--- config.mk ---
export PLATFORM = sky130hd
export DESIGN_NAME = apb_timer_prog_master_flat
export DESIGN_NICKNAME = d
export VERILOG_FILES = /design/src/rtl/apb_timer_unit_pkg.sv /design/src/rtl/apb_timer_prog_pkg.sv /design/src/rtl/apb_timer_prog_master_if.sv /design/src/rtl/apb_timer_prog_step_dec.sv /design/src/rtl/apb_timer_prog_master.sv /design/src/flat_wrapper.sv
export SDC_FILE = /design/constraint.sdc
export NUM_CORES = 1
export LEC_CHECK = 0
export CORE_AREA = 2 2 150 123
export DETAILED_ROUTE_END_ITERATION = 10
export DIE_AREA = 0 0 152 125
export PLACE_DENSITY = 0.92
export SKIP_CTS_REPAIR_TIMING = 1
export SYNTH_ARGS = -nofsm -noshare
export SYNTH_HDL_FRONTEND = slang
export SYNTH_HIERARCHICAL = 1
export SYNTH_SLANG_ARGS = --single-unit
--- constraint.sdc ---
create_clock -name HCLK -period 5.5 [get_ports HCLK]
set_input_delay 0.825 -clock HCLK [delete_from_list [all_inputs] [get_ports HCLK]]
set_output_delay 0.825 -clock HCLK [all_outputs]
set_load 0.02 [all_outputs]
--- src/rtl/apb_timer_unit_pkg.sv ---
// Register offsets of the APB timer unit, as seen from its APB slave port.
package apb_timer_unit_pkg;
  localparam logic [7:0] TIMER_CFG_LO   = 8'h00;
  localparam logic [7:0] TIMER_CFG_HI   = 8'h04;
  localparam logic [7:0] TIMER_VAL_LO   = 8'h08;
  localparam logic [7:0] TIMER_VAL_HI   = 8'h0C;
  localparam logic [7:0] TIMER_CMP_LO   = 8'h10;
  localparam logic [7:0] TIMER_CMP_HI   = 8'h14;
  localparam logic [7:0] TIMER_RESET_LO = 8'h20;
  localparam logic [7:0] TIMER_RESET_HI = 8'h24;
endpackage

--- src/rtl/apb_timer_prog_pkg.sv ---
// Shared types for the timer programming master: command ops, FSM states, step descriptor.
package apb_timer_prog_pkg;
  import apb_timer_unit_pkg::*;

  typedef enum logic [1:0] {
    OP_PROGRAM  = 2'd0,
    OP_READ_VAL = 2'd1,
    OP_STOP     = 2'd2,
    OP_RSVD     = 2'd3
  } cmd_op_e;

  typedef enum logic [1:0] {
    ST_IDLE   = 2'd0,
    ST_SETUP  = 2'd1,
    ST_ACCESS = 2'd2,
    ST_RESP   = 2'd3
  } state_e;

  typedef enum logic [2:0] {
    DSEL_NONE,
    DSEL_CMP_LO,
    DSEL_CMP_HI,
    DSEL_ONE,
    DSEL_CFG,
    DSEL_CFG_STOP
  } dsel_e;

  typedef struct packed {
    logic [7:0] offset;
    logic       write;
    dsel_e      dsel;
  } step_t;

  // HI registers sit one word above their LO counterpart.
  function automatic logic [7:0] sel_off(input logic hi, input logic [7:0] lo_off);
    return hi ? lo_off + 8'h04 : lo_off;
  endfunction
endpackage

--- src/rtl/apb_timer_prog_master_if.sv ---
// APB3 bus between the programming master and the timer unit slave.
interface apb_timer_prog_master_if #(
  parameter int ADDR_WIDTH = 12
);
  logic [ADDR_WIDTH-1:0] PADDR;
  logic [31:0]           PWDATA;
  logic [31:0]           PRDATA;
  logic                  PWRITE;
  logic                  PSEL;
  logic                  PENABLE;
  logic                  PREADY;
  logic                  PSLVERR;

  modport master (
    output PADDR, PWDATA, PWRITE, PSEL, PENABLE,
    input  PRDATA, PREADY, PSLVERR
  );

  modport slave (
    input  PADDR, PWDATA, PWRITE, PSEL, PENABLE,
    output PRDATA, PREADY, PSLVERR
  );
endinterface

--- src/rtl/apb_timer_prog_step_dec.sv ---
// Maps (op, mode, timer select, step index) to the APB transfer for that step.
module apb_timer_prog_step_dec
  import apb_timer_prog_pkg::*;
  import apb_timer_unit_pkg::*;
(
  input  cmd_op_e    op,
  input  logic       mode64,
  input  logic       tsel,
  input  logic [1:0] step_idx,
  output step_t      step,
  output logic       last_step
);
  logic hi;

  // 64-bit sequences always target the LO half unless they name HI explicitly.
  assign hi = tsel & ~mode64;

  always_comb begin
    step      = '{offset: 8'h00, write: 1'b0, dsel: DSEL_NONE};
    last_step = 1'b1;
    case (op)
      OP_PROGRAM: begin
        if (mode64) begin
          last_step = (step_idx == 2'd3);
          case (step_idx)
            2'd0:    step = '{TIMER_CMP_LO,   1'b1, DSEL_CMP_LO};
            2'd1:    step = '{TIMER_CMP_HI,   1'b1, DSEL_CMP_HI};
            2'd2:    step = '{TIMER_RESET_LO, 1'b1, DSEL_ONE};
            default: step = '{TIMER_CFG_LO,   1'b1, DSEL_CFG};
          endcase
        end else begin
          last_step = (step_idx == 2'd2);
          case (step_idx)
            2'd0:    step = '{sel_off(hi, TIMER_CMP_LO),   1'b1, DSEL_CMP_LO};
            2'd1:    step = '{sel_off(hi, TIMER_RESET_LO), 1'b1, DSEL_ONE};
            default: step = '{sel_off(hi, TIMER_CFG_LO),   1'b1, DSEL_CFG};
          endcase
        end
      end
      OP_READ_VAL: begin
        last_step = !mode64 || (step_idx == 2'd1);
        step = '{sel_off(mode64 ? step_idx[0] : hi, TIMER_VAL_LO), 1'b0, DSEL_NONE};
      end
      OP_STOP: step = '{sel_off(hi, TIMER_CFG_LO), 1'b1, DSEL_CFG_STOP};
      default: ;
    endcase
  end
endmodule

--- src/rtl/apb_timer_prog_master.sv ---
// APB3 initiator expanding one high-level timer command into a sequence of
// register transfers and returning a single response per command.
module apb_timer_prog_master
  import apb_timer_prog_pkg::*;
#(
  parameter int                        APB_ADDR_WIDTH = 12,
  parameter logic [APB_ADDR_WIDTH-1:0] BASE_ADDR      = '0,
  parameter int                        TIMEOUT        = 256
) (
  input  logic                           HCLK,
  input  logic                           HRESETn,
  // cmd_* and rsp_* are valid/ready channels: a beat moves on a rising edge
  // where valid and ready are both high; the sender holds its payload until then.
  input  logic                           cmd_valid,
  output logic                           cmd_ready,
  input  logic [1:0]                     cmd_op,
  input  logic                           cmd_tsel,
  input  logic [31:0]                    cmd_cfg,
  input  logic [63:0]                    cmd_cmp,
  output logic                           rsp_valid,
  input  logic                           rsp_ready,
  output logic [63:0]                    rsp_data,
  output logic                           rsp_err,
  output logic                           rsp_timeout,
  output logic [1:0]                     rsp_step,
  apb_timer_prog_master_if.master        apb,
  output state_e                         dbg_state
);
  localparam int CW = $clog2(TIMEOUT + 1);

  state_e          state, state_nxt;
  cmd_op_e         op_q;
  logic            mode64_q, tsel_q;
  logic [31:0]     cfg_q;
  logic [63:0]     cmp_q;
  logic [1:0]      step_q, err_step_q;
  logic [CW-1:0]   wait_q;
  logic [63:0]     data_q;
  logic            err_q, to_q;
  step_t           step;
  logic            last_step;
  logic            busy, accept, xfer_done, xfer_to, xfer_err;
  logic [31:0]     wdata;

  apb_timer_prog_step_dec u_step_dec (
    .op        (op_q),
    .mode64    (mode64_q),
    .tsel      (tsel_q),
    .step_idx  (step_q),
    .step      (step),
    .last_step (last_step)
  );

  assign accept    = (state == ST_IDLE) && cmd_valid;
  assign busy      = (state == ST_SETUP) || (state == ST_ACCESS);
  assign xfer_done = (state == ST_ACCESS) && apb.PREADY;
  // The TIMEOUT-th consecutive not-ready ACCESS cycle is treated as an errored completion.
  assign xfer_to   = (state == ST_ACCESS) && !apb.PREADY && (wait_q == CW'(TIMEOUT - 1));
  assign xfer_err  = xfer_to || (xfer_done && apb.PSLVERR);

  always_ff @(posedge HCLK or negedge HRESETn) begin
    if (!HRESETn) state <= ST_IDLE;
    else          state <= state_nxt;
  end

  always_comb begin
    state_nxt = state;
    case (state)
      ST_IDLE:   if (cmd_valid) state_nxt = (cmd_op == OP_RSVD) ? ST_RESP : ST_SETUP;
      ST_SETUP:  state_nxt = ST_ACCESS;
      ST_ACCESS: begin
        if (xfer_err || (xfer_done && last_step)) state_nxt = ST_RESP;
        else if (xfer_done)                       state_nxt = ST_SETUP;
      end
      ST_RESP:   if (rsp_ready) state_nxt = ST_IDLE;
      default:   state_nxt = ST_IDLE;
    endcase
  end

  always_ff @(posedge HCLK or negedge HRESETn) begin
    if (!HRESETn) begin
      op_q       <= OP_PROGRAM;
      mode64_q   <= 1'b0;
      tsel_q     <= 1'b0;
      cfg_q      <= '0;
      cmp_q      <= '0;
      step_q     <= '0;
      wait_q     <= '0;
      data_q     <= '0;
      err_q      <= 1'b0;
      to_q       <= 1'b0;
      err_step_q <= '0;
    end else begin
      if (accept) begin
        op_q       <= cmd_op_e'(cmd_op);
        mode64_q   <= cmd_cfg[31];
        tsel_q     <= cmd_tsel;
        cfg_q      <= cmd_cfg;
        cmp_q      <= cmd_cmp;
        step_q     <= '0;
        data_q     <= '0;
        err_q      <= (cmd_op == OP_RSVD);
        to_q       <= 1'b0;
        err_step_q <= '0;
      end
      if (state == ST_SETUP)                       wait_q <= '0;
      else if (state == ST_ACCESS && !apb.PREADY)  wait_q <= wait_q + 1'b1;
      if (xfer_done && !apb.PSLVERR) begin
        if (!step.write) begin
          if (step_q[0]) data_q[63:32] <= apb.PRDATA;
          else           data_q[31:0]  <= apb.PRDATA;
        end
        if (!last_step) step_q <= step_q + 2'd1;
      end
      if (xfer_err) begin
        err_q      <= 1'b1;
        to_q       <= xfer_to;
        err_step_q <= step_q;
      end
    end
  end

  always_comb begin
    wdata = '0;
    case (step.dsel)
      DSEL_CMP_LO:   wdata = cmp_q[31:0];
      DSEL_CMP_HI:   wdata = cmp_q[63:32];
      DSEL_ONE:      wdata = 32'd1;
      DSEL_CFG:      wdata = cfg_q;
      DSEL_CFG_STOP: wdata = {cfg_q[31:1], 1'b0};
      default:       wdata = '0;
    endcase
  end

  // Bus outputs decode the state register so an async reset clears them at once.
  assign apb.PSEL    = busy;
  assign apb.PENABLE = (state == ST_ACCESS);
  assign apb.PWRITE  = busy && step.write;
  assign apb.PADDR   = busy ? BASE_ADDR + APB_ADDR_WIDTH'(step.offset) : '0;
  assign apb.PWDATA  = (busy && step.write) ? wdata : '0;

  assign cmd_ready   = (state == ST_IDLE);
  assign rsp_valid   = (state == ST_RESP);
  assign rsp_data    = data_q;
  assign rsp_err     = err_q;
  assign rsp_timeout = to_q;
  assign rsp_step    = err_step_q;
  assign dbg_state   = state;
endmodule

--- src/flat_wrapper.sv ---
// flat-port wrapper written by rule: the top's interface ports become plain ports
module apb_timer_prog_master_flat import apb_timer_prog_pkg::*;
#(
  parameter int                        APB_ADDR_WIDTH = 12,
  parameter logic [APB_ADDR_WIDTH-1:0] BASE_ADDR      = '0,
  parameter int                        TIMEOUT        = 256
)
  (HCLK, HRESETn, cmd_valid, cmd_ready, cmd_op, cmd_tsel, cmd_cfg, cmd_cmp, rsp_valid, rsp_ready, rsp_data, rsp_err, rsp_timeout, rsp_step, dbg_state, apb_PADDR, apb_PWDATA, apb_PWRITE, apb_PSEL, apb_PENABLE, apb_PRDATA, apb_PREADY, apb_PSLVERR);
  apb_timer_prog_master_if #(.ADDR_WIDTH(12)) apb_i ();
  input  logic HCLK;
  input  logic HRESETn;
  input  logic cmd_valid;
  output logic cmd_ready;
  input  logic [1:0] cmd_op;
  input  logic cmd_tsel;
  input  logic [31:0] cmd_cfg;
  input  logic [63:0] cmd_cmp;
  output logic rsp_valid;
  input  logic rsp_ready;
  output logic [63:0] rsp_data;
  output logic rsp_err;
  output logic rsp_timeout;
  output logic [1:0] rsp_step;
  output state_e dbg_state;
  output wire logic [$bits(apb_i.PADDR)-1:0] apb_PADDR;
  output wire logic [$bits(apb_i.PWDATA)-1:0] apb_PWDATA;
  output wire logic [$bits(apb_i.PWRITE)-1:0] apb_PWRITE;
  output wire logic [$bits(apb_i.PSEL)-1:0] apb_PSEL;
  output wire logic [$bits(apb_i.PENABLE)-1:0] apb_PENABLE;
  input wire logic [$bits(apb_i.PRDATA)-1:0] apb_PRDATA;
  input wire logic [$bits(apb_i.PREADY)-1:0] apb_PREADY;
  input wire logic [$bits(apb_i.PSLVERR)-1:0] apb_PSLVERR;
  assign apb_PADDR = apb_i.PADDR;
  assign apb_PWDATA = apb_i.PWDATA;
  assign apb_PWRITE = apb_i.PWRITE;
  assign apb_PSEL = apb_i.PSEL;
  assign apb_PENABLE = apb_i.PENABLE;
  assign apb_i.PRDATA = apb_PRDATA;
  assign apb_i.PREADY = apb_PREADY;
  assign apb_i.PSLVERR = apb_PSLVERR;
  apb_timer_prog_master #(.APB_ADDR_WIDTH(APB_ADDR_WIDTH), .BASE_ADDR(BASE_ADDR), .TIMEOUT(TIMEOUT)) u_core (.HCLK(HCLK), .HRESETn(HRESETn), .cmd_valid(cmd_valid), .cmd_ready(cmd_ready), .cmd_op(cmd_op), .cmd_tsel(cmd_tsel), .cmd_cfg(cmd_cfg), .cmd_cmp(cmd_cmp), .rsp_valid(rsp_valid), .rsp_ready(rsp_ready), .rsp_data(rsp_data), .rsp_err(rsp_err), .rsp_timeout(rsp_timeout), .rsp_step(rsp_step), .apb(apb_i), .dbg_state(dbg_state));
endmodule
==> After elaboration in Yosys (flattened, before gate mapping) <==
Index checks and enable logic that the tools add are counted.
{ "classes": {"n_addsub": 2, "n_mux": 36, "n_eq_ne": 18, "n_reduce_logical": 21, "n_bitwise": 2} }
{ "ops": {"columns": ["op", "count"], "rows": [
  ["$mux 64", 3],
  ["$pmux 32 s5", 1],
  ["$mux 32", 3],
  ["$pmux 12 s3", 1],
  ["$pmux 10 s3", 1],
  ["$mux 2", 10],
  ["$pmux 10 s2", 1],
  ["$mux 9", 2],
  ["$eq 2x2->1 const B", 6],
  ["$mux 12", 1],
  ["$mux 3", 4],
  ["$add 9x1->9 const B", 1],
  ["$eq 9x8->1 const B", 1],
  ["$logic_and 1x1->1", 8],
  ["$mux 8", 1],
  ["$pmux 2 s4", 1],
  ["$eq 2x1->1 const B", 3],
  ["$eq 3x2->1 const B", 2],
  ["$eq 3x3->1 const B", 2],
  ["$logic_not 2->1", 3],
  ["$mux 1", 6],
  ["$logic_or 1x1->1", 4],
  ["$reduce_bool 2->1", 2],
  ["$eq 3x1->1 const B", 1],
  ["other kinds (9)", 11]
]} }
{ "totals": {"elab_cells": 91, "inputBits": 137, "register_bits": 181, "out_inout_bits": 119} }

==> Logic depth before layout (Yosys ltp) <==
Gate-level depths: netlist (run 1).
{ "logic_depth": {"depth_word": 9, "ltp_mapped": 10, "mapped_depth_nobuf": 7} }

==> Cells and area by module <==
The synthesis (run 1) kept the hierarchy.
{ "modules_own_cells": {"columns": ["mod", "cells_per_inst", "seq_area_each_um2", "area_per_inst_um2", "instances"], "rows": [
  ["apb_timer_prog_master", 788, 4504.3, 8634.5, 1],
  ["apb_timer_prog_step_dec", 38, 0.0, 280.3, 1]
]} }

==> Worst setup path after synthesis (run 1) <==
OpenSTA, ideal clock, no wires.
{ "synth_timing": {"path_type": "register to output", "from": "reg u_core.step_q[0]", "to": "out apb_PWDATA[10]", "stages_incl_launch_ff": 11, "required_time_ns": 4.675, "path_slack_ns": 2.361, "n_path_buf": 3, "t_arrival_ns": 2.314, "path_cell_list": "dfrtp_1 inv_1 ha_1 or3_1 a21oi_1 buf_2 nor2b_1 buf_2 buf_2 nand2_1 a21oi_1"} }
{ "synth_rtl": {"columns": ["element", "line_no", "source"], "rows": [
  ["from (decl)", "apb_timer_prog_master.sv:36", "logic [1:0] step_q, err_step_q;"],
  ["from (signal assigned)", "apb_timer_prog_master.sv:113", "if (!last_step) step_q <= step_q + 2'd1;"],
  ["to (decl)", "flat_wrapper.sv:26", "output wire logic [$bits(apb_i.PWDATA)-1:0] apb_PWDATA;"]
]} }

==> results of run 1 <==
==> stage by stage <==
step | worst slack (ns) | std cells | power (W) | area (µm²) | hold WS [ns]
after floorplan | 2.36 | 832 | 0.00381 | 8940 | 0.474
after global placement | 1.59 | 1250 | 0.00465 | 11400 | 0.483
after detailed placement | 1.47 | 1250 | 0.00475 | 11400 | 0.494
after CTS | 0.994 | 1282 | 0.00621 | 12100 | 0.449
after global routing | 0.780 | 1282 | 0.00652 | 12100 | 0.485
final | 1.01 | 1282 | 0.00618 | 12100 | 0.423
==> worst max-delay path: stages (launching register included) <==
cell             delay, ns
dfrtp_1               0.58
inv_1                 0.16
ha_1                  0.24
or3_1                 0.39
a21oi_4               0.13
buf_4                 0.37
o21ba_2               0.22
o21ai_2               0.10
buf_4                 0.36
a21oi_1               0.09
clkdlybuf4s50_1       0.56
==> power by group <==
| group | internal, W | leakage, nW | switching, W |
|---|---|---|---|
| clock | 0.000875 | 0.335 | 0.000541 |
| combinational | 0.00125 | 2.72 | 0.00137 |
| sequential | 0.00181 | 2.28 | 0.000323 |
==> cell families (layout without fill, tap and decap cells) <==
| group | Yosys count | in the layout |
|---|---|---|
| AND/OR/NAND/NOR | 254 | 254 |
| flip-flops | 180 | 180 |
| multiplexers | 137 | 137 |
| AO/OA/AOI/OAI | 128 | 128 |
| buffers and inverters | 110 | 330 |
| adder cells (fa/ha/maj) | 13 | 13 |
| other | 2 | 8 |
| XOR/XNOR | 2 | 2 |
==> final timing paths <==
kind / startpoint / end / slack (ns) / cells past startpoint
worst max-delay path: u_core/step_q[0] / apb_PWDATA[1] / 1.01 / 10
max in group asynchronous: HRESETn / u_core/cmp_q[18] / 4.05 / 2
min in group HCLK: u_core/cfg_q[9] / u_core/cfg_q[9] / 0.51 / 1
worst min register to register: u_core/cfg_q[9] / u_core/cfg_q[9] / 0.51 / 1
worst max register to register: u_core/dbg_state[0] / u_core/rsp_data[1] / 3.04 / 6
worst min-delay path: HRESETn / u_core/cmp_q[34] / 0.42 / 1
==> synthesized netlist by cell type, types with 2 or more instances <==
library cell / n / area share [%]
nor2b_1: 6 / 0.42
o21ai_1: 20 / 1.1
nand3b_1: 63 / 5.3
mux2_2: 100 / 13
conb_1: 2 / 0.084
nand2_1: 110 / 4.6
and2_1: 9 / 0.63
buf_2: 34 / 1.9
a311o_1: 2 / 0.22
o31ai_1: 2 / 0.17
a21boi_0: 2 / 0.17
a21oi_1: 41 / 2.3
o21ai_0: 9 / 0.51
or3_1: 4 / 0.28
nor2_1: 11 / 0.46
ha_1: 13 / 1.8
buf_4: 10 / 0.84
inv_1: 41 / 1.7
a21o_1: 33 / 2.8
or4_1: 2 / 0.17
nand3_1: 36 / 2.0
clkbuf_1: 17 / 0.72
o21ai_2: 11 / 1.1
dfrtp_1: 180 / 51
buf_6: 7 / 0.88
nand2b_1: 2 / 0.14
mux2i_1: 37 / 4.2
==> cells in the final DEF (no fill, tap or decap), drive strengths merged, types with 4 or more instances in the layout <==
master	n
nor2b	7
ha	13
nand3b	63
and2	10
o21ai	40
bufinv	6
dfrtp	180
clkbuf	19
nand2	111
buf	10
conb	8
nand3	36
nor2	11
or3	4
a21oi	41
a21o	33
mux2	100
inv	47
clkdlybuf4s50	246
mux2i	37
==> state kept, by name (all words and copies together), names as in the netlist <==
register and cells:
u_core/wait_q 9, u_core/rsp_timeout 1, u_core/cfg_q 31, u_core/rsp_err 1, u_core/mode64_q 1, u_core/tsel_q 1, u_core/step_q 2, u_core/dbg_state 2
u_core/rsp_step 2, u_core/rsp_data 64, u_core/cmp_q 64, u_core/op_q 2
==> area by class of cell <==
| type | instances | share of cell area [%] |
|---|---|---|
| Clock buffer | 19 | 3.65 |
| Clock inverter | 13 | 1.98 |
| Sequential cell | 180 | 37.1 |
| Tap cell | 230 | 2.37 |
| Timing Repair Buffer | 256 | 21.2 |
| Inverter | 42 | 1.30 |
| Multi-Input combinational cell | 542 | 32.4 |
==> layer usage <==
metal | vias up | wire, µm | global-route usage (%)
met5 | - | 0 | 0
met4 | 0 | 551 | 8.30
met3 | 35 | 2400 | 10.3
met2 | 269 | 10900 | 40.8
met1 | 3512 | 9820 | 31.4
li1 | 3239 | - | -
==> summary.txt, run 1 <==
Status
  • Status: finished clean

Timing
  • Final hold vios: 0
  • Endpoints failing setup: 0
  • Fmax: 223 MHz
  • Final Skew: 0.0148 ns
  • Final Max Tran Viols: 0
  • Worst rel slew slack: 49.5%
  • Least-Margin Pin Slew: 0.756 ns
  • RSZ-0062 raised after global routing: false
  • Tcrit/Tclk final: 81.7%
  • Setup TNS: 0 ns
  • Fin crit period: 4.49 ns

Floorplan
  • Row cnt: 44
  • Die W: 152 µm
  • Initial Util: 50.4%
  • Core area: 0.0177 mm²
  • Die height: 125 µm
  • Die area: 0.0190 mm²
  • I/O pin total: 256

CTS
  • Clk root buf: clkbuf_16
  • H-Tree Depth: 4
  • CTS tree: yes
  • Clock tree buffer depth: 2
  • Clock sink count: 180
  • Number of CTS-inserted buffers: 17
  • Clk slew on worst S/H paths: 0.07 ns
  • Clk_lat worst skew: 0.43 ns

Logic synthesis
  • Synth Cell Area: 0.00891 mm²
  • Synth unique cells: 49
  • Seq/Total Area, Yosys: 50.5%
  • Post-synth EDFFs: 0
  • Mapped Avg Cell Area: 10.8 µm²
  • YS warnings: 6
  • Register bit total from synthesis: 180
  • Post-Synthesis Cells: 826
  • Largest family of logic cells by synthesized area: multiplexers
  • Synth async-reset ratio: 100%
  • Post-synth top flop: dfrtp_1
  • XOR/XNOR share of the synthesized area: 0.196%
  • Mux contribution to synthesized area: 16.8%
  • Simple-gate share of the synthesized area: 15.3%
  • Synth Area in Adders: 1.82%
  • Synth Area in Compound Gates: 9.21%

Global routing
  • Tot GR Track Use: 25.4%
  • Vias in the first global route: 7,409
  • Grt ovf: 0
  • Initial antenna violation count: 0
  • Largest net degree at the start of global routing: 103
  • First-pass GRT wire length: 38,400 µm

Final layout
  • N_diodes: 0
  • Post-Route Utilization: 68.6%
  • Fillers: 1,254
  • Storage element area: 0.00450 mm²
  • Fraction of layout cells with a size suffix above 1: 15.7%
  • Final #Nets: 1,189
  • Area of the multi-input gates: 0.00393 mm²
  • Area Overhead vs Synth: 36.0%

Power
  • Leakage: 5.34 nW
  • Power Density: 509 mW/mm²
  • VDD IR max: 0.000262 V

Detailed routing
  • Router iterations before antenna repair: 4
  • Vias: 7,055
  • Vias/cell: 5.50
  • DRT iter0 DRCs: 530
  • WL/cell: 18.5 µm
  • Detailed Route WL: 23,700 µm
  • Residual DRC: 0
  • Post-DRT Antenna Nets: 0

Placement
  • I/O Buffers: 247
  • GPL Wtd Cong: 0.802
  • Hpwl dp: 15,900 µm

Job
  • Max_cap viols: 0

Critical path
  • Crit start category: flip-flop
  • Critical Path End Type: output pin
  • Critical Path RT: 4.68 ns
  • Worst setup path class: flip-flop to output pin
  • Crit path max fanout: 34
  • Data arrival time of the critical path: 3.67 ns

Min path
  • Hold Path Class: input port to asynchronous set/reset pin
No activity file was read; power rests on OpenSTA's default activity.
==> inputs of run 2 (changes only) <==
--- a/config.mk
+++ b/config.mk
@@ -5,10 +5,10 @@
 export SDC_FILE = /design/constraint.sdc
 export NUM_CORES = 1
 export LEC_CHECK = 0
-export CORE_AREA = 2 2 150 123
+export CORE_AREA = 2 2 156 127
 export DETAILED_ROUTE_END_ITERATION = 10
-export DIE_AREA = 0 0 152 125
-export PLACE_DENSITY = 0.92
+export DIE_AREA = 0 0 158 129
+export PLACE_DENSITY = 0.87
 export SKIP_CTS_REPAIR_TIMING = 1
 export SYNTH_ARGS = -nofsm -noshare
 export SYNTH_HDL_FRONTEND = slang
==> constraint.sdc (replaced) <==
create_clock -name HCLK -period 4.67 [get_ports HCLK]
set_input_delay 0.7005 -clock HCLK [delete_from_list [all_inputs] [get_ports HCLK]]
set_output_delay 0.7005 -clock HCLK [all_outputs]
set_load 0.02 [all_outputs]
==> run 2 against run 1 <==
Sequential share of layout area about the same. Sequential power increased by 17%. Non-clock buffer count is 1 higher. Clock power up 6%. Via count is 1.6% lower.
==> summary.txt, run 2 (synthesis results as in run 1) <==
Timing
  • Final Max Tran Viols: 0
  • Tcrit/Tclk final: 89.5%
  • Worst rel slew slack: 40.1%
  • Fmax: 239 MHz
  • Final Skew: 0.0108 ns
  • Endpoints failing setup: 0
  • Final hold vios: 0
  • Least-Margin Pin Slew: 0.898 ns
  • RSZ-0062 raised after global routing: false
  • Setup TNS: 0 ns
  • Fin crit period: 4.18 ns

Final layout
  • Fraction of layout cells with a size suffix above 1: 15.9%
  • Finished Cell Area: 0.0121 mm²
  • N_diodes: 0
  • Commonest non-fill, non-tap cells in the layout: clkdlybuf4s50_1, dfrtp_1, nand2_1, mux2_2, nand3b_1
  • Final #Nets: 1,190
  • Most common cell after layout, fill and taps aside: clkdlybuf4s50_1
  • Area Overhead vs Synth: 36.0%

Global routing
  • Tot GR Track Use: 23.7%
  • First-pass GRT wire length: 37,200 µm
  • Grt ovf: 0
  • Initial antenna violation count: 2
  • Largest net degree at the start of global routing: 95
  • Vias in the first global route: 7,106

Placement
  • I/O Buffers: 247
  • GPL Wtd Cong: 0.802
  • Hpwl dp: 15,900 µm
  • Area of placed instances: 0.0115 mm²

Critical path
  • Worst r2r dst: u_core/rsp_data[0]
  • Crit path largest cell delay: 0.64 ns
  • Crit path max fanout: 31
  • Crit start category: flip-flop
  • Slowest cell on the critical path: clkdlybuf4s50_1
  • Flop2flop setup slack: 2.16 ns
  • Worst setup path class: flip-flop to output pin
  • Data arrival time of the critical path: 3.48 ns
  • Critical R2R Launch: u_core/dbg_state[0]
  • Critical Path RT: 3.97 ns
  • Critical Path End Type: output pin
  • CP delay by family, top: buffers and inverters
  • CP bufs+invs: 3
  • CP Cell Sequence: inv_1 > ha_1 > or3_1 > a21oi_4 > nor2b_4 > buf_4 > nand2_1 > a21oi_1 > clkdlybuf4s50_1
  • Worst reg-to-reg path cell count: 6

Floorplan
  • I/O pin total: 256
  • Die area: 0.0204 mm²
  • Initial Util: 47.4%
  • Row cnt: 45
  • Die height: 129 µm
  • Core area: 0.0188 mm²
  • Die W: 158 µm

Detailed routing
  • Post-DRT Antenna Nets: 0
  • Vias/cell: 5.29
  • WL/cell: 18.1 µm
  • Vias: 6,941
  • Router iterations before antenna repair: 5
  • DRT iter0 DRCs: 388
  • Detailed Route WL: 23,700 µm
  • Residual DRC: 0

CTS
  • Clock tree buffer depth: 2
  • Number of CTS-inserted buffers: 17
  • H-Tree Depth: 4
  • CTS tree: yes
  • Clk slew on worst S/H paths: 0.07 ns
  • Clk_lat worst skew: 0.43 ns
  • Clk root buf: clkbuf_16
  • Clock sink count: 180

Status
  • Status: finished clean

Power
  • Sw power: 0.00267 W
  • Power share of the combinational group: 43.7%
  • Clock power share: 21.2%
  • Cell internal pwr: 0.00444 W
  • Power Density: 586 mW/mm²
  • Sw Share: 37.5%
  • Leakage: 5.31 nW
  • Sequential Power Share: 35.1%
  • VDD IR max: 0.000427 V

Job
  • Max_cap viols: 0

Min path
  • Hold Path Class: input port to asynchronous set/reset pin
## run 2: power groups by stage
| stage | clock [W] | sequential (W) | combinational (W) |
|---|---|---|---|
| after floorplan | 0 | 0.00254 | 0.00194 |
| after global placement | 0 | 0.00249 | 0.00305 |
| after detailed placement | 0 | 0.00252 | 0.00311 |
| after CTS | 0.00154 | 0.00250 | 0.00313 |
| after global routing | 0.00160 | 0.00257 | 0.00337 |
| final | 0.00150 | 0.00250 | 0.00311 |
## run 2: cell type report
cell class,instances,area (µm²)
fill,1479,6680
sequential,180,4500
multi-input combinational,542,3940
timing repair buffer,257,2590
clock buffer,17,425
tap,258,323
clock inverter,15,191
inverter,42,158
## run 2: metrics by stage
stage / setup slack, ns / utilization (%) / hold slack, ns / power, W / std cells
4_1_cts: 0.429 / 64.5 / 0.373 / 0.00717 / 1311
3_5_place_dp: 0.914 / 61.2 / 0.493 / 0.00564 / 1279
6_report: 0.490 / 64.5 / 0.336 / 0.00711 / 1311
2_1_floorplan: 1.66 / - / 0.405 / 0.00448 / 832
3_3_place_gp: 0.931 / 61.2 / 0.484 / 0.00554 / 1279
5_1_grt: 0.240 / 64.5 / 0.404 / 0.00753 / 1311
## run 2: worst max path at each step
| stage | endpoint | depth (start not counted) | slack, ns | startpoint |
|---|---|---|---|---|
| after CTS | apb_PWDATA[28] | 9 | 0.43 | u_core/step_q[0] |
| final | apb_PWDATA[4] | 9 | 0.49 | u_core/step_q[0] |
| after detailed placement | apb_PWDATA[28] | 9 | 0.91 | u_core/step_q[0] |
| after global placement | apb_PWDATA[28] | 9 | 0.93 | u_core/step_q[0] |
| after global routing | apb_PWDATA[28] | 9 | 0.24 | u_core/step_q[0] |
| after floorplan | apb_PWDATA[10] | 10 | 1.66 | u_core/step_q[0] |
## run 2: layer usage
metal  track usage, %  vias to the layer above  wire [µm]  share of wire (%)
li1                 -                     3225          -                  -
met1             29.9                     3449      10000                 42
met2             37.7                      238      10900                 46
met3             10.1                       27       2470                 10
met4             6.09                        2        310                1.3
met5                0                        -         13              0.055
## run 2: worst reg2reg max path, delay by kind of cell, from the launching register on
family | cells | cell delay [ns]
buf+inv | 2 | 0.52
flops | 1 | 0.41
compound gates | 1 | 0.18
simple gates | 2 | 0.80
fa+ha+maj | 1 | 0.46
==> inputs of run 3 (changes only) <==
--- a/config.mk
+++ b/config.mk
@@ -5,12 +5,12 @@
 export SDC_FILE = /design/constraint.sdc
 export NUM_CORES = 1
 export LEC_CHECK = 0
-export CORE_AREA = 2 2 156 127
+export CORE_AREA = 2 2 151 124
 export DETAILED_ROUTE_END_ITERATION = 10
-export DIE_AREA = 0 0 158 129
-export PLACE_DENSITY = 0.87
+export DIE_AREA = 0 0 153 126
+export PLACE_DENSITY = 0.86
+export SETUP_SLACK_MARGIN = 0.5
 export SKIP_CTS_REPAIR_TIMING = 1
 export SYNTH_ARGS = -nofsm -noshare
 export SYNTH_HDL_FRONTEND = slang
-export SYNTH_HIERARCHICAL = 1
 export SYNTH_SLANG_ARGS = --single-unit
==> run 3 against run 2 <==
Critical path depth is 1 lower. Flip-flop and latch count did not move. Clock power about the same. Synthesized cell count is 12% lower. Wire length fell by 6.4%. Clock skew down 0.00074 ns. Final cell count is 9.6% lower. Combinational power decreased by 8.7%. Worst setup slack better by 0.13 ns. Sequential share of layout area rose by 2.1 points. Core utilization increased by 0.15 points. Largest cell class unchanged.
==> summary.txt, run 3 <==
Detailed routing
  • Met3 Routed Length: 1250 µm
  • Max layer used: met4
  • Residual DRC: 0
  • Met1 wire length: 9970 µm
  • Met2 WL post-DR: 10,200 µm
  • Detailed Route WL: 22,200 µm
  • WL/cell: 18.7 µm
  • Vias/cell: 5.48
  • Post-DRT Antenna Nets: 0
  • Router iterations before antenna repair: 5
  • DRT iter0 DRCs: 428
  • Vias: 6,495

Global routing
  • First-pass GRT wire length: 35,400 µm
  • Vias in the first global route: 6,597
  • Tot GR Track Use: 23.1%
  • Largest net degree at the start of global routing: 96
  • Grt ovf: 0
  • Initial antenna violation count: 0

Floorplan
  • Die W: 153 µm
  • Core area: 0.0178 mm²
  • I/O pin total: 256
  • Die height: 126 µm
  • Initial Util: 46.0%
  • Die area: 0.0193 mm²
  • Row cnt: 44

Placement
  • GPL Wtd Cong: 0.847
  • Hpwl dp: 15,100 µm
  • Area of placed instances: 0.0108 mm²
  • Post-place setup slack: 0.863 ns
  • I/O Buffers: 247
  • DP Cell Count: 1,153

Final layout
  • Non-filler cells, final: 1,185
  • Final #Nets: 1,091
  • Fraction of layout cells with a size suffix above 1: 16.1%
  • Most common cell after layout, fill and taps aside: clkdlybuf4s50_1
  • Area Overhead vs Synth: 40.5%
  • Finished Cell Area: 0.0115 mm²
  • N_diodes: 0
  • Commonest non-fill, non-tap cells in the layout: clkdlybuf4s50_1, dfrtp_1, mux2_2, nand3_1, o21ai_0

Critical path
  • Slowest cell on the critical path: clkdlybuf4s50_1
  • CP Cell Sequence: inv_1 > ha_1 > or3_4 > a221oi_4 > buf_8 > a32oi_1 > a211oi_1 > clkdlybuf4s50_1
  • Critical Path End Type: output pin
  • Critical Path RT: 3.97 ns
  • Crit start category: flip-flop
  • Worst setup path class: flip-flop to output pin
  • Flop2flop setup slack: 2.36 ns
  • Data arrival time of the critical path: 3.35 ns
  • Crit path max fanout: 31
  • Crit path largest cell delay: 0.68 ns

Power
  • Leakage: 4.92 nW
  • Tot Pwr: 0.00694 W
  • VDD IR max: 0.000333 V
  • Power Density: 604 mW/mm²

Timing
  • Worst rel slew slack: 31.2%
  • RSZ-0062 raised after global routing: true
  • Final Skew: 0.0100 ns
  • PnR worst setup slack: 0.615 ns
  • Endpoints failing setup: 0
  • Final hold vios: 0
  • Fmax: 247 MHz
  • Fin crit period: 4.05 ns
  • Tcrit/Tclk final: 86.8%
  • Least-Margin Pin Slew: 1.03 ns
  • Final Max Tran Viols: 0
  • Setup TNS: 0 ns

Logic synthesis
  • Leading post-synthesis cells by cell area: dfrtp_1, mux2_2, nand3_1, a32oi_1, a211oi_1
  • Post-synth EDFFs: 0
  • Top-area cell type share of the netlist area: 55.0%
  • Post-synth top cells: dfrtp_1, mux2_2, nand3_1, o21ai_0, inv_1
  • Seq/Total Area, Yosys: 55.0%
  • Synth area leader: dfrtp_1
  • Synth unique cells: 43
  • Most frequent cell after synthesis: dfrtp_1
  • Post-synth top flop: dfrtp_1
  • Synth async-reset ratio: 100%
  • Mapped Avg Cell Area: 11.3 µm²
  • Register bit total from synthesis: 180
  • YS warnings: 0
  • Synth Cell Area: 0.00818 mm²
  • Post-Synthesis Cells: 724

Min path
  • Hold Path Class: input port to asynchronous set/reset pin

CTS
  • Clk slew on worst S/H paths: 0.07 ns
  • Clock tree buffer depth: 2
  • Clk_lat worst skew: 0.42 ns
  • H-Tree Depth: 4
  • Clock sink count: 180
  • Number of CTS-inserted buffers: 17
  • Clk root buf: clkbuf_16
  • CTS tree: yes

Job
  • Max_cap viols: 0

Status
  • Status: finished clean
[run 3: worst paths after layout]
kind                                     start             endpoint  depth (start not counted)
setup / recovery              u_core.step_q[1]        apb_PWDATA[2]                          8
hold / removal                         HRESETn     u_core.cmp_q[37]                          1
setup reg to reg           u_core.dbg_state[0]     u_core.cmp_q[19]                          5
hold reg to reg            u_core.rsp_data[58]  u_core.rsp_data[58]                          2
max in group asynchronous              HRESETn     u_core.step_q[0]                          2
min in group HCLK          u_core.rsp_data[58]  u_core.rsp_data[58]                          2
[run 3: power breakdown]
part           internal [W]  total, W  switching (W)
Sequential          0.00215   0.00256       0.000405
Combinational       0.00134   0.00284        0.00150
Clock              0.000905   0.00153       0.000629
[run 3: cell families after synthesis]
family,after synthesis,share of synthesized area (%)
flops,180,55.0
simple gates,153,9.40
compound gates,152,12.4
mux,110,15.0
buf+inv,110,5.64
fa+ha+maj,12,1.83
xor+xnor,6,0.642
other cells,1,0.0458
[run 3: layer usage]
layer / global-route usage [%] / vias up
li1: - / 3040
met1: 31.0 / 3181
met2: 35.9 / 215
met3: 5.92 / 59
met4: 9.91 / 0
met5: 0 / -
[run 3: final cells by class]
type / instances / area [µm²]
sequential: 180 / 4510
timing repair buffer: 260 / 2640
fill: 1378 / 6290
clock buffer: 18 / 429
multi-input combinational: 441 / 3270
clock inverter: 14 / 203
inverter: 42 / 158
tap: 230 / 288
[run 3: per-stage QoR]
stage / hold WS (ns) / util, %
floorplan: 0.405 / -
global placement: 0.482 / 60.8
detailed placement: 0.490 / 60.8
CTS: 0.365 / 64.4
global route: 0.391 / 64.6
finish: 0.330 / 64.6
[run 3: worst max-delay path, delay by kind of cell, from the launching register on]
kind / cells / cell delay, ns
AOI/OAI and AO/OA: 3 / 0.77
buffers and inverters: 3 / 1.08
and+or+nand+nor: 1 / 0.44
DFF: 1 / 0.41
adders and majority gates: 1 / 0.24
